File: config.mk
export PLATFORM = sky130hd
export DESIGN_NAME = calc_operand_bank
export DESIGN_NICKNAME = d
export VERILOG_FILES = /design/src/rtl/calc_pkg.sv /design/src/rtl/calc_entry_shifter.sv /design/src/rtl/calc_operand_bank.sv
export SDC_FILE = /design/constraint.sdc
export NUM_CORES = 1
export LEC_CHECK = 0
export BUFFER_PORTS_ARGS = -buffer_cell sky130_fd_sc_hd__clkbuf_2
export CAP_MARGIN = 30
export CORE_UTILIZATION = 38
export CTS_BUF_LIST = sky130_fd_sc_hd__clkbuf_8 sky130_fd_sc_hd__clkbuf_16
export DETAILED_ROUTE_END_ITERATION = 12
export PLACE_DENSITY = 0.71
export SYNTH_ARGS = -nofsm -noshare
export SYNTH_HDL_FRONTEND = slang
export SYNTH_SLANG_ARGS = --single-unit
File: constraint.sdc
create_clock -name clock -period 3.2 [get_ports clock]
set_clock_uncertainty 0.1 [all_clocks]
set_input_delay 0.32 -clock clock [delete_from_list [all_inputs] [get_ports clock]]
set_output_delay 0.32 -clock clock [all_outputs]
set_load 0.01 [all_outputs]
File: src/rtl/calc_pkg.sv
// Shared definitions for the calculator operand bank: FSM states, operator
// codes and a sign-magnitude helper.
package calc_pkg;

  localparam int OP_W = 2;

  localparam logic [OP_W-1:0] ADD = 2'd0;
  localparam logic [OP_W-1:0] SUB = 2'd1;
  localparam logic [OP_W-1:0] MUL = 2'd2;
  localparam logic [OP_W-1:0] DIV = 2'd3;

  typedef enum logic [1:0] {
    ENTRY,
    AFTER_OP,
    AFTER_EQ,
    ERROR
  } state_t;

  // A zero magnitude always carries a positive sign, so -0 never appears.
  function automatic logic sm_sign(input logic sign, input logic mag_nonzero);
    return sign & mag_nonzero;
  endfunction

endpackage

File: src/rtl/calc_entry_shifter.sv
// Magnitude and digit counter of the operand being entered; the FSM drives
// mutually exclusive clear/load/shift/backspace controls.
module calc_entry_shifter #(
  parameter int DIGITS = 4,
  parameter int MAG_W  = 4 * DIGITS,
  parameter int CW     = $clog2(DIGITS + 1)
) (
  input  logic             clock,
  input  logic             reset,
  input  logic             clear,
  input  logic             load_value,
  input  logic [MAG_W-1:0] value,
  input  logic             load_digit,
  input  logic             shift,
  input  logic             backsp,
  input  logic [3:0]       hexcode,
  output logic [MAG_W-1:0] mag,
  output logic [MAG_W-1:0] mag_next,
  output logic [CW-1:0]    digit_count,
  output logic             entry_full
);

  logic [CW-1:0] count_next;

  // mag_next is exposed so the sign can be normalised in the same cycle.
  always_comb begin
    mag_next   = mag;
    count_next = digit_count;
    if (clear) begin
      mag_next   = '0;
      count_next = '0;
    end else if (load_value) begin
      mag_next   = value;
      count_next = '0;
    end else if (load_digit) begin
      mag_next   = {{(MAG_W-4){1'b0}}, hexcode};
      count_next = (hexcode != 4'h0) ? CW'(1) : '0;
    end else if (shift) begin
      if ((digit_count < CW'(DIGITS)) && !((digit_count == '0) && (hexcode == 4'h0))) begin
        mag_next   = {mag[MAG_W-5:0], hexcode};
        count_next = digit_count + CW'(1);
      end
    end else if (backsp) begin
      mag_next = mag >> 4;
      if (digit_count != '0) count_next = digit_count - CW'(1);
    end
  end

  always_ff @(posedge clock) begin
    if (reset) begin
      mag         <= '0;
      digit_count <= '0;
    end else begin
      mag         <= mag_next;
      digit_count <= count_next;
    end
  end

  assign entry_full = (digit_count == CW'(DIGITS));

endmodule

File: src/rtl/calc_operand_bank.sv
// Two-operand register block of the calculator: entry operand v1, stored
// operand v2, latched operator, chaining and a sticky error state.
module calc_operand_bank #(
  parameter int DIGITS = 4,
  parameter int OP_W   = calc_pkg::OP_W,
  parameter int MAG_W  = 4 * DIGITS,
  parameter int CW     = $clog2(DIGITS + 1)
) (
  input  logic            clock,
  input  logic            reset,
  input  logic            newhex,
  input  logic [3:0]      hexcode,
  input  logic            newop,
  input  logic [OP_W-1:0] opcode,
  input  logic            eq,
  input  logic            bs,
  input  logic            neg,
  input  logic            ce,
  input  logic            clr,
  input  logic [MAG_W:0]  answer,
  input  logic            answer_ovf,
  output logic [MAG_W:0]  v1,
  output logic [MAG_W:0]  v2,
  output logic [OP_W-1:0] op_q,
  output logic            pending_op,
  output logic [CW-1:0]   digit_count,
  output logic            entry_full,
  output logic            err
);
  import calc_pkg::*;

  state_t           state;
  logic             sign, sign_d;
  logic [MAG_W-1:0] mag, mag_next;
  logic             live, in_entry, chain_ok;
  logic             ev_eq, ev_op, ev_ce, ev_hex, ev_bs, ev_neg;
  logic             sh_clear, sh_load_value, sh_load_digit, sh_shift, sh_bs;
  logic [MAG_W:0]   answer_norm;

  // Only the highest-priority event of the cycle survives; ERROR mutes all but clr.
  always_comb begin
    live     = (state != ERROR) && !clr;
    in_entry = (state == ENTRY);
    chain_ok = pending_op && !answer_ovf;
    ev_eq    = live && eq;
    ev_op    = live && !eq && newop;
    ev_ce    = live && !eq && !newop && ce;
    ev_hex   = live && !eq && !newop && !ce && newhex;
    ev_bs    = live && !eq && !newop && !ce && !newhex && bs;
    ev_neg   = live && !eq && !newop && !ce && !newhex && !bs && neg;

    sh_clear      = clr || ev_ce;
    sh_load_value = (ev_eq && chain_ok) || (ev_op && in_entry && chain_ok);
    sh_load_digit = ev_hex && !in_entry;
    sh_shift      = ev_hex && in_entry;
    sh_bs         = ev_bs && in_entry;

    sign_d = sign;
    if (sh_clear || sh_load_digit) sign_d = 1'b0;
    else if (sh_load_value)        sign_d = answer[MAG_W];
    else if (ev_neg)               sign_d = !sign;

    answer_norm = {sm_sign(answer[MAG_W], |answer[MAG_W-1:0]), answer[MAG_W-1:0]};
  end

  calc_entry_shifter #(
    .DIGITS(DIGITS),
    .MAG_W (MAG_W),
    .CW    (CW)
  ) u_shifter (
    .clock      (clock),
    .reset      (reset),
    .clear      (sh_clear),
    .load_value (sh_load_value),
    .value      (answer[MAG_W-1:0]),
    .load_digit (sh_load_digit),
    .shift      (sh_shift),
    .backsp     (sh_bs),
    .hexcode    (hexcode),
    .mag        (mag),
    .mag_next   (mag_next),
    .digit_count(digit_count),
    .entry_full (entry_full)
  );

  always_ff @(posedge clock) begin
    if (reset || clr) begin
      state      <= ENTRY;
      sign       <= 1'b0;
      v2         <= '0;
      op_q       <= '0;
      pending_op <= 1'b0;
      err        <= 1'b0;
    end else if (state != ERROR) begin
      sign <= sm_sign(sign_d, |mag_next);
      if (ev_eq) begin
        if (pending_op && answer_ovf) begin
          state <= ERROR;
          err   <= 1'b1;
        end else begin
          pending_op <= 1'b0;
          state      <= AFTER_EQ;
        end
      end else if (ev_op) begin
        case (state)
          ENTRY: begin
            if (!pending_op) begin
              v2         <= v1;
              op_q       <= opcode;
              pending_op <= 1'b1;
              state      <= AFTER_OP;
            end else if (answer_ovf) begin
              state <= ERROR;
              err   <= 1'b1;
            end else begin
              v2    <= answer_norm;
              op_q  <= opcode;
              state <= AFTER_OP;
            end
          end
          AFTER_OP: op_q <= opcode;
          default: begin
            v2         <= v1;
            op_q       <= opcode;
            pending_op <= 1'b1;
            state      <= AFTER_OP;
          end
        endcase
      end else if (ev_ce || ev_hex) begin
        state <= ENTRY;
      end
    end
  end

  assign v1 = {sign, mag};

endmodule

==> impl_results.rst, run 1 <==
.. list-table::
   :header-rows: 1

   * - Metric
     - Value
   * - Count of instances resized after the clock tree is built
     - 0
   * - First DRT Iteration DRCs
     - 249
   * - Number of flops mapped to enable cells by yosys
     - 0
   * - Number of antenna cells inserted
     - 0
   * - Clock transition at the registers of the reported paths
     - about 0.090 ns
   * - Total design power
     - a little over 1000 uW
   * - Crit Path Max Fanout
     - 13
   * - Distinct cells, synth
     - between 40 and 50
   * - Footprint of the multi-input gates
     - 1510 um2
   * - Final RePlAce weighted congestion
     - 0.981
   * - TritonCTS clock tree
     - yes
   * - Max Cap Viol
     - 0
   * - Final Routed Wirelength
     - just under 8 mm
   * - Placement row count
     - 29
   * - Number of antenna violations at the first check in global routing
     - 0
   * - RSZ-0062 raised after global routing
     - no
   * - Overall Global Routing Usage
     - 24.2%
   * - Cells after Synth
     - 324
   * - WS Path Type
     - reg2reg
   * - Kind of start point of the critical path
     - register
   * - Number of H-tree branching levels
     - 2
   * - Peak Freq
     - 344 MHz
   * - Largest net degree at the start of global routing
     - 35
   * - Post-synthesis area per instance
     - 7.64 um2
   * - Min-Delay Path Class
     - in2reg
   * - Worst hold path cell count
     - 2
   * - Detail-routed via count per cell
     - 5.90
   * - Post-Place Setup Slack
     - 0.250 ns
   * - DRC violations left
     - 0
   * - Total power per unit cell area
     - 345 nW/um2
   * - Placeable core area
     - 6310 um2
   * - Share of post-route cells with drive strength above 1
     - 24.4%
   * - Final-report hold violation count
     - 0
   * - Outcome
     - finished clean
   * - Area added between synthesis and finish
     - 21.4%
   * - Tightest Pin Transition
     - 0.663 ns
   * - Synth Flop Type
     - dfxtp_1
   * - Accumulated negative setup slack
     - 0 ns
   * - TritonCTS sink count
     - 43
   * - Data required time of the worst path
     - 3.28 ns
   * - Post-CTS setup buffer count
     - 0
   * - LEAKAGE
     - 0.00120 uW
   * - Via count of the first global-routing pass
     - 2473
   * - Syn. warnings
     - 0
   * - I/O Pins
     - between 70 and 80
   * - Filler Cells Inserted
     - around 680
   * - Die Span Y
     - 82.7 um
   * - Overall via count from detail_route
     - 2781
   * - Number of clock buffers inserted by TritonCTS
     - 5
   * - Category of the worst setup path capture point
     - register
   * - Width of the die
     - 82.7 um
   * - Sequential share of the synthesized area
     - 34.8%
   * - Synthesis-stage register bit count
     - 43
   * - Hold-fix buffers, CTS
     - 0
   * - Cell area after synthesis
     - around 2500 um2
   * - Worst reg-to-reg path cell count
     - 9
   * - Effective utilization at floorplan
     - between 30 and 40%
   * - Crit path arrival time
     - between 2 and 3 ns
   * - Total area of sequential cells
     - 861 um2
   * - Input/output buffers
     - 74
   * - Most used cells in the layout excluding fill and tap cells
     - clkbuf_2 (74), nor2_1 (53), dfxtp_1 (43)
   * - Overflow left after global routing
     - 0
   * - Maximum buffer depth of the clock tree
     - 2
   * - Finish-stage setup viols
     - 0
   * - Post-layout nets
     - between 400 and 500
   * - Most common cell after layout, fill and taps aside
     - clkbuf_2
   * - Async S/R FF share, synth
     - 0%
   * - Die Outline Area
     - a little under 7000 um2
   * - Clk Tree Root Cell
     - clkbuf_8
   * - Post-DP HPWL
     - 5.95 mm
   * - Length of the first detailed-routing pass in iterations
     - 5
   * - Peak supply drop
     - 184 uV
   * - Post-Syn Nets
     - between 300 and 400
   * - Wire length of the first global-routing pass
     - about 12 mm
   * - Worst max-slew margin expressed relative to the limit
     - 55.8%
   * - Fin worst setup slack
     - 0.293 ns
   * - Clk Latency, worst-skew pair
     - around 0.3 ns
   * - Ratio of final minimum period to clock period
     - between 90% and 100%
   * - Wire length per cell after detailed routing
     - 16.7 um
   * - Antenna viol nets, final
     - 0
   * - Minimum period implied by the final worst setup slack
     - 2.91 ns
   * - Slew Viols, Final
     - 0
## layer usage
layer  part of all wire, %  up-vias  track usage, %
li1                      -     1337               -
met1                    45     1273            33.1
met2                    45      153            37.0
met3                   8.6       18            5.27
met4                   1.7        0            8.45
met5                     0        -               0
## cell usage after synthesis, types with 5 or more instances
cell type | number | area (um2)
nor4_1 | 8 | 50.1
dfxtp_1 | 43 | 861
nor3_1 | 9 | 45.0
o21ai_0 | 8 | 40.0
nand3_1 | 11 | 55.1
nor2_1 | 53 | 199
a22oi_1 | 5 | 37.5
a211oi_1 | 19 | 143
inv_1 | 6 | 22.5
nand2_1 | 28 | 105
a31oi_1 | 6 | 37.5
o221ai_1 | 5 | 43.8
a21oi_1 | 31 | 155
mux2i_1 | 17 | 170
clkbuf_1 | 15 | 56.3
nand4_1 | 5 | 31.3
## state kept, by name (all words and copies together) (netlist names)
signal,flops
u_shifter.mag,16
sign,1
err,1
op_q,2
u_shifter.digit_count,3
pending_op,1
v2,17
state,2
## critical path, cell delays in order (launching register included)
cell     delay (ns)
dfxtp_1        0.44
or3_1          0.51
or4_1          0.59
buf_4          0.23
nor2_1         0.10
nor4_1         0.06
a21oi_1        0.18
nand3_1        0.11
nor4_1         0.33
a31oi_1        0.13
## path summary, 6_finish.rpt
kind / slack [ns] / to / from
setup reg to reg: 0.29 / sign / state[0]
hold / removal: 0.15 / u_shifter.mag[1] / reset
setup / recovery: 0.29 / sign / state[0]
hold reg to reg: 0.36 / err / err
## layout make-up
cell class | count | share of cell area, %
sequential | 43 | 28.7
clock buffer | 5 | 2.29
tap | 77 | 3.21
clock inverter | 3 | 0.541
timing repair buffer | 82 | 14.3
inverter | 7 | 0.875
multi-input combinational | 254 | 50.1
## report_power, final
group | switching [uW] | internal, uW | total (uW) | leakage [uW]
sequential | 9.35 | 543 | 552 | 0.000348
clock | 196 | 150 | 346 | 0.0000453
combinational | 86.9 | 52.9 | 140 | 0.000804
## through the flow
step	cell area [um2]	std cells	util, %	hold WS (ns)
final	3000	471	47.6	0.148
after floorplan	2470	324	-	0.292
after global placement	2920	463	46.2	0.336
after global routing	3000	471	47.6	0.152
after detailed placement	2920	463	46.2	0.346
after CTS	3000	471	47.6	0.140
## cells by family after synthesis
kind of cell             after synthesis  share of synthesized area [%]
multiplexers                          17                           6.88
XOR/XNOR                               1                          0.354
buffers and inverters                 27                           4.65
flip-flops                            43                           34.8
AO/OA/AOI/OAI                         95                           25.4
AND/OR/NAND/NOR                      140                           27.1
adder cells (fa/ha/maj)                1                          0.809
No activity file was read; power rests on OpenSTA's default activity.
==> inputs of run 2 (changes only) <==
--- a/config.mk
+++ b/config.mk
@@ -5,7 +5,7 @@
 export SDC_FILE = /design/constraint.sdc
 export NUM_CORES = 1
 export LEC_CHECK = 0
-export BUFFER_PORTS_ARGS = -buffer_cell sky130_fd_sc_hd__clkbuf_2
+export BUFFER_PORTS_ARGS = -buffer_cell sky130_fd_sc_hd__buf_2
 export CAP_MARGIN = 30
 export CORE_UTILIZATION = 38
 export CTS_BUF_LIST = sky130_fd_sc_hd__clkbuf_8 sky130_fd_sc_hd__clkbuf_16
==> run 2 against run 1 <==
Against the previous run:
- clock power grew 43%
- first-iteration DRC count shrank 18%
- worst hold slack is essentially flat
- core utilization grew 0.87 points
- fmax shrank 1.5%
- sequential share of layout area shrank 0.52 points
- wire length shrank 0.78%
- total power grew 14%
- combinational power is essentially flat
==> impl_results.rst, run 2 (same netlist as run 1, synthesis figures left out) <==
.. list-table::
   :header-rows: 1

   * - Metric
     - Value
   * - Outcome
     - finished clean
   * - TritonCTS clock tree
     - yes
   * - Placed cell area
     - 2930 um2
   * - First DRT Iteration DRCs
     - 203
   * - Effective utilization at floorplan
     - 39.2%
   * - Placeable core area
     - 6310 um2
   * - Number of clock buffers inserted by TritonCTS
     - 5
   * - Max Cap Viol
     - 0
   * - Category of the worst setup path capture point
     - register
   * - Peak supply drop
     - 200 uV
   * - Minimum period implied by the final worst setup slack
     - about 3.0 ns
   * - Number of antenna violations at the first check in global routing
     - 0
   * - Hold-fix buffers, CTS
     - 0
   * - Peak Freq
     - approximately 340 MHz
   * - Worst max-slew margin expressed relative to the limit
     - between 50 and 60%
   * - Placement row count
     - 29
   * - Critical-path cell list
     - or3_1 > or4_1 > nand3_1 > a21oi_1 > or3b_2 > nor4_1 > a31oi_1
   * - Final-report hold violation count
     - 0
   * - Count of instances resized after the clock tree is built
     - 0
   * - Summed area of non-filler cells in the final layout
     - 3060 um2
   * - Filler Cells Inserted
     - 672
   * - Post-DP HPWL
     - 5.89 mm
   * - Clk Latency, worst-skew pair
     - 0.29 ns
   * - Overall Global Routing Usage
     - 24.0%
   * - Most common cell after layout, fill and taps aside
     - buf_2
   * - Kind of start point of the critical path
     - register
   * - Worst hold path cell count
     - 2
   * - Ratio of final minimum period to clock period
     - 92.2%
   * - Most used cells in the layout excluding fill and tap cells
     - buf_2 (74), nor2_1 (53), dfxtp_1 (43)
   * - Slack of the worst reg-to-reg path
     - 0.25 ns
   * - Via count of the first global-routing pass
     - around 2400
   * - Critical path's largest stage delay
     - ~0.58 ns
   * - Share of post-route cells with drive strength above 1
     - 24.6%
   * - Maximum buffer depth of the clock tree
     - 2
   * - Wire length per cell after detailed routing
     - 16.5 um
   * - Input/output buffers
     - 74
   * - TritonCTS sink count
     - between 40 and 50
   * - Tightest Pin Transition
     - 0.672 ns
   * - Number of antenna cells inserted
     - 0
   * - Length of the first detailed-routing pass in iterations
     - 6
   * - Detail-routed via count per cell
     - roughly 5.8
   * - Number of H-tree branching levels
     - 2
   * - Leading registers by flop count
     - v2 x17, u_shifter.mag x16, u_shifter.digit_count x3
   * - Number of buffers and inverters on the critical path
     - 0
   * - Flip-flop count of the largest register, all copies and words added
     - 17
   * - Min-Delay Path Class
     - in2reg
   * - Hold Startpoint
     - reset
   * - Post-layout nets
     - 428
   * - CP Launch Point
     - state[0]
   * - Width of the die
     - 82.7 um
   * - Antenna viol nets, final
     - 0
   * - Die Span Y
     - 82.7 um
   * - DRC violations left
     - 0
   * - Crit Path Max Fanout
     - 13
   * - Worst r2r dst
     - sign
   * - Overall via count from detail_route
     - ~2700
   * - Register bank with the most flops
     - v2
   * - Top delay family on crit path
     - simple AND/OR/NAND/NOR gates
   * - Clk Tree Root Cell
     - clkbuf_8
   * - Total area of sequential cells
     - about 860 um2
   * - Clock transition at the registers of the reported paths
     - approximately 0.08 ns
   * - Accumulated negative setup slack
     - 0 ns
   * - Overflow left after global routing
     - 0
   * - Slew Viols, Final
     - 0
   * - Wire length of the first global-routing pass
     - 12.4 mm
   * - Final Routed Wirelength
     - between 7 and 8 mm
   * - Slowest stage cell on the critical path
     - or4_1
   * - Worst reg-to-reg path cell count
     - 7
   * - Finish-stage setup viols
     - 0
   * - Footprint of the multi-input gates
     - 1510 um2
   * - Critical register-to-register path startpoint
     - state[0]
   * - Data required time of the worst path
     - between 3 and 4 ns
   * - Destination of the worst hold path
     - u_shifter.mag[0]
   * - LEAKAGE
     - 0.00126 uW
   * - WS Path Type
     - reg2reg
   * - I/O Pins
     - 75
   * - Post-CTS setup buffer count
     - 0
   * - Crit path arrival time
     - 3.02 ns
   * - Total power per unit cell area
     - 388 nW/um2
   * - Largest net degree at the start of global routing
     - 35
   * - RSZ-0062 raised after global routing
     - no
   * - Final RePlAce weighted congestion
     - between 1 and 1.5
   * - Die Outline Area
     - a little under 7000 um2
   * - Area added between synthesis and finish
     - 23.6%
-- run 2: cell count changes in the layout (fill, tap and decap cells not counted) --
cell | before | now
bufinv_16 | 0 | 2
buf_4 | 8 | 9
buf_2 | 0 | 74
clkinv_2 | 1 | 0
clkinvlp_4 | 1 | 0
clkbuf_2 | 74 | 0
-- run 2: worst max path at each step --
stage / depth (start not counted) / to / slack (ns)
2_1_floorplan: 9 / sign / 0.65
3_3_place_gp: 8 / sign / 0.30
3_5_place_dp: 8 / sign / 0.25
4_1_cts: 9 / sign / 0.34
5_1_grt: 9 / sign / 0.08
6_report: 7 / sign / 0.25
-- run 2: area by class of cell --
| class | instances | share of cell area, % |
|---|---|---|
| timing repair buffer | 83 | 14.3 |
| multi-input combinational | 254 | 49.2 |
| clock inverter | 3 | 2.09 |
| sequential | 43 | 28.1 |
| tap | 77 | 3.15 |
| inverter | 7 | 0.859 |
| clock buffer | 5 | 2.25 |
-- run 2: per-stage QoR --
stage               hold slack [ns]  std cells  setup slack (ns)  total power, uW  utilization [%]
global placement              0.332        464             0.296              702             46.4
detailed placement            0.342        464             0.246              702             46.4
global route                  0.148        472            0.0838             1240             48.5
finish                        0.148        472             0.249             1190             48.5
CTS                           0.141        472             0.344             1200             48.5
floorplan                     0.292        324             0.652              640                -
-- run 2: per-layer routing --
layer  share of wire, %  global-route usage, %  up-vias
met4                1.8                   7.76        0
met1                 43                   33.3     1200
met5                  0                      0        -
li1                   -                      -     1338
met2                 45                   36.4      162
met3                 10                   5.71       18
-- run 2: power breakdown --
| part | internal, uW | total (uW) | switching [uW] |
|---|---|---|---|
| combinational | 53.4 | 141 | 87.2 |
| clock | 309 | 494 | 185 |
| sequential | 543 | 553 | 9.56 |
| total | 905 | 1190 | 281 |
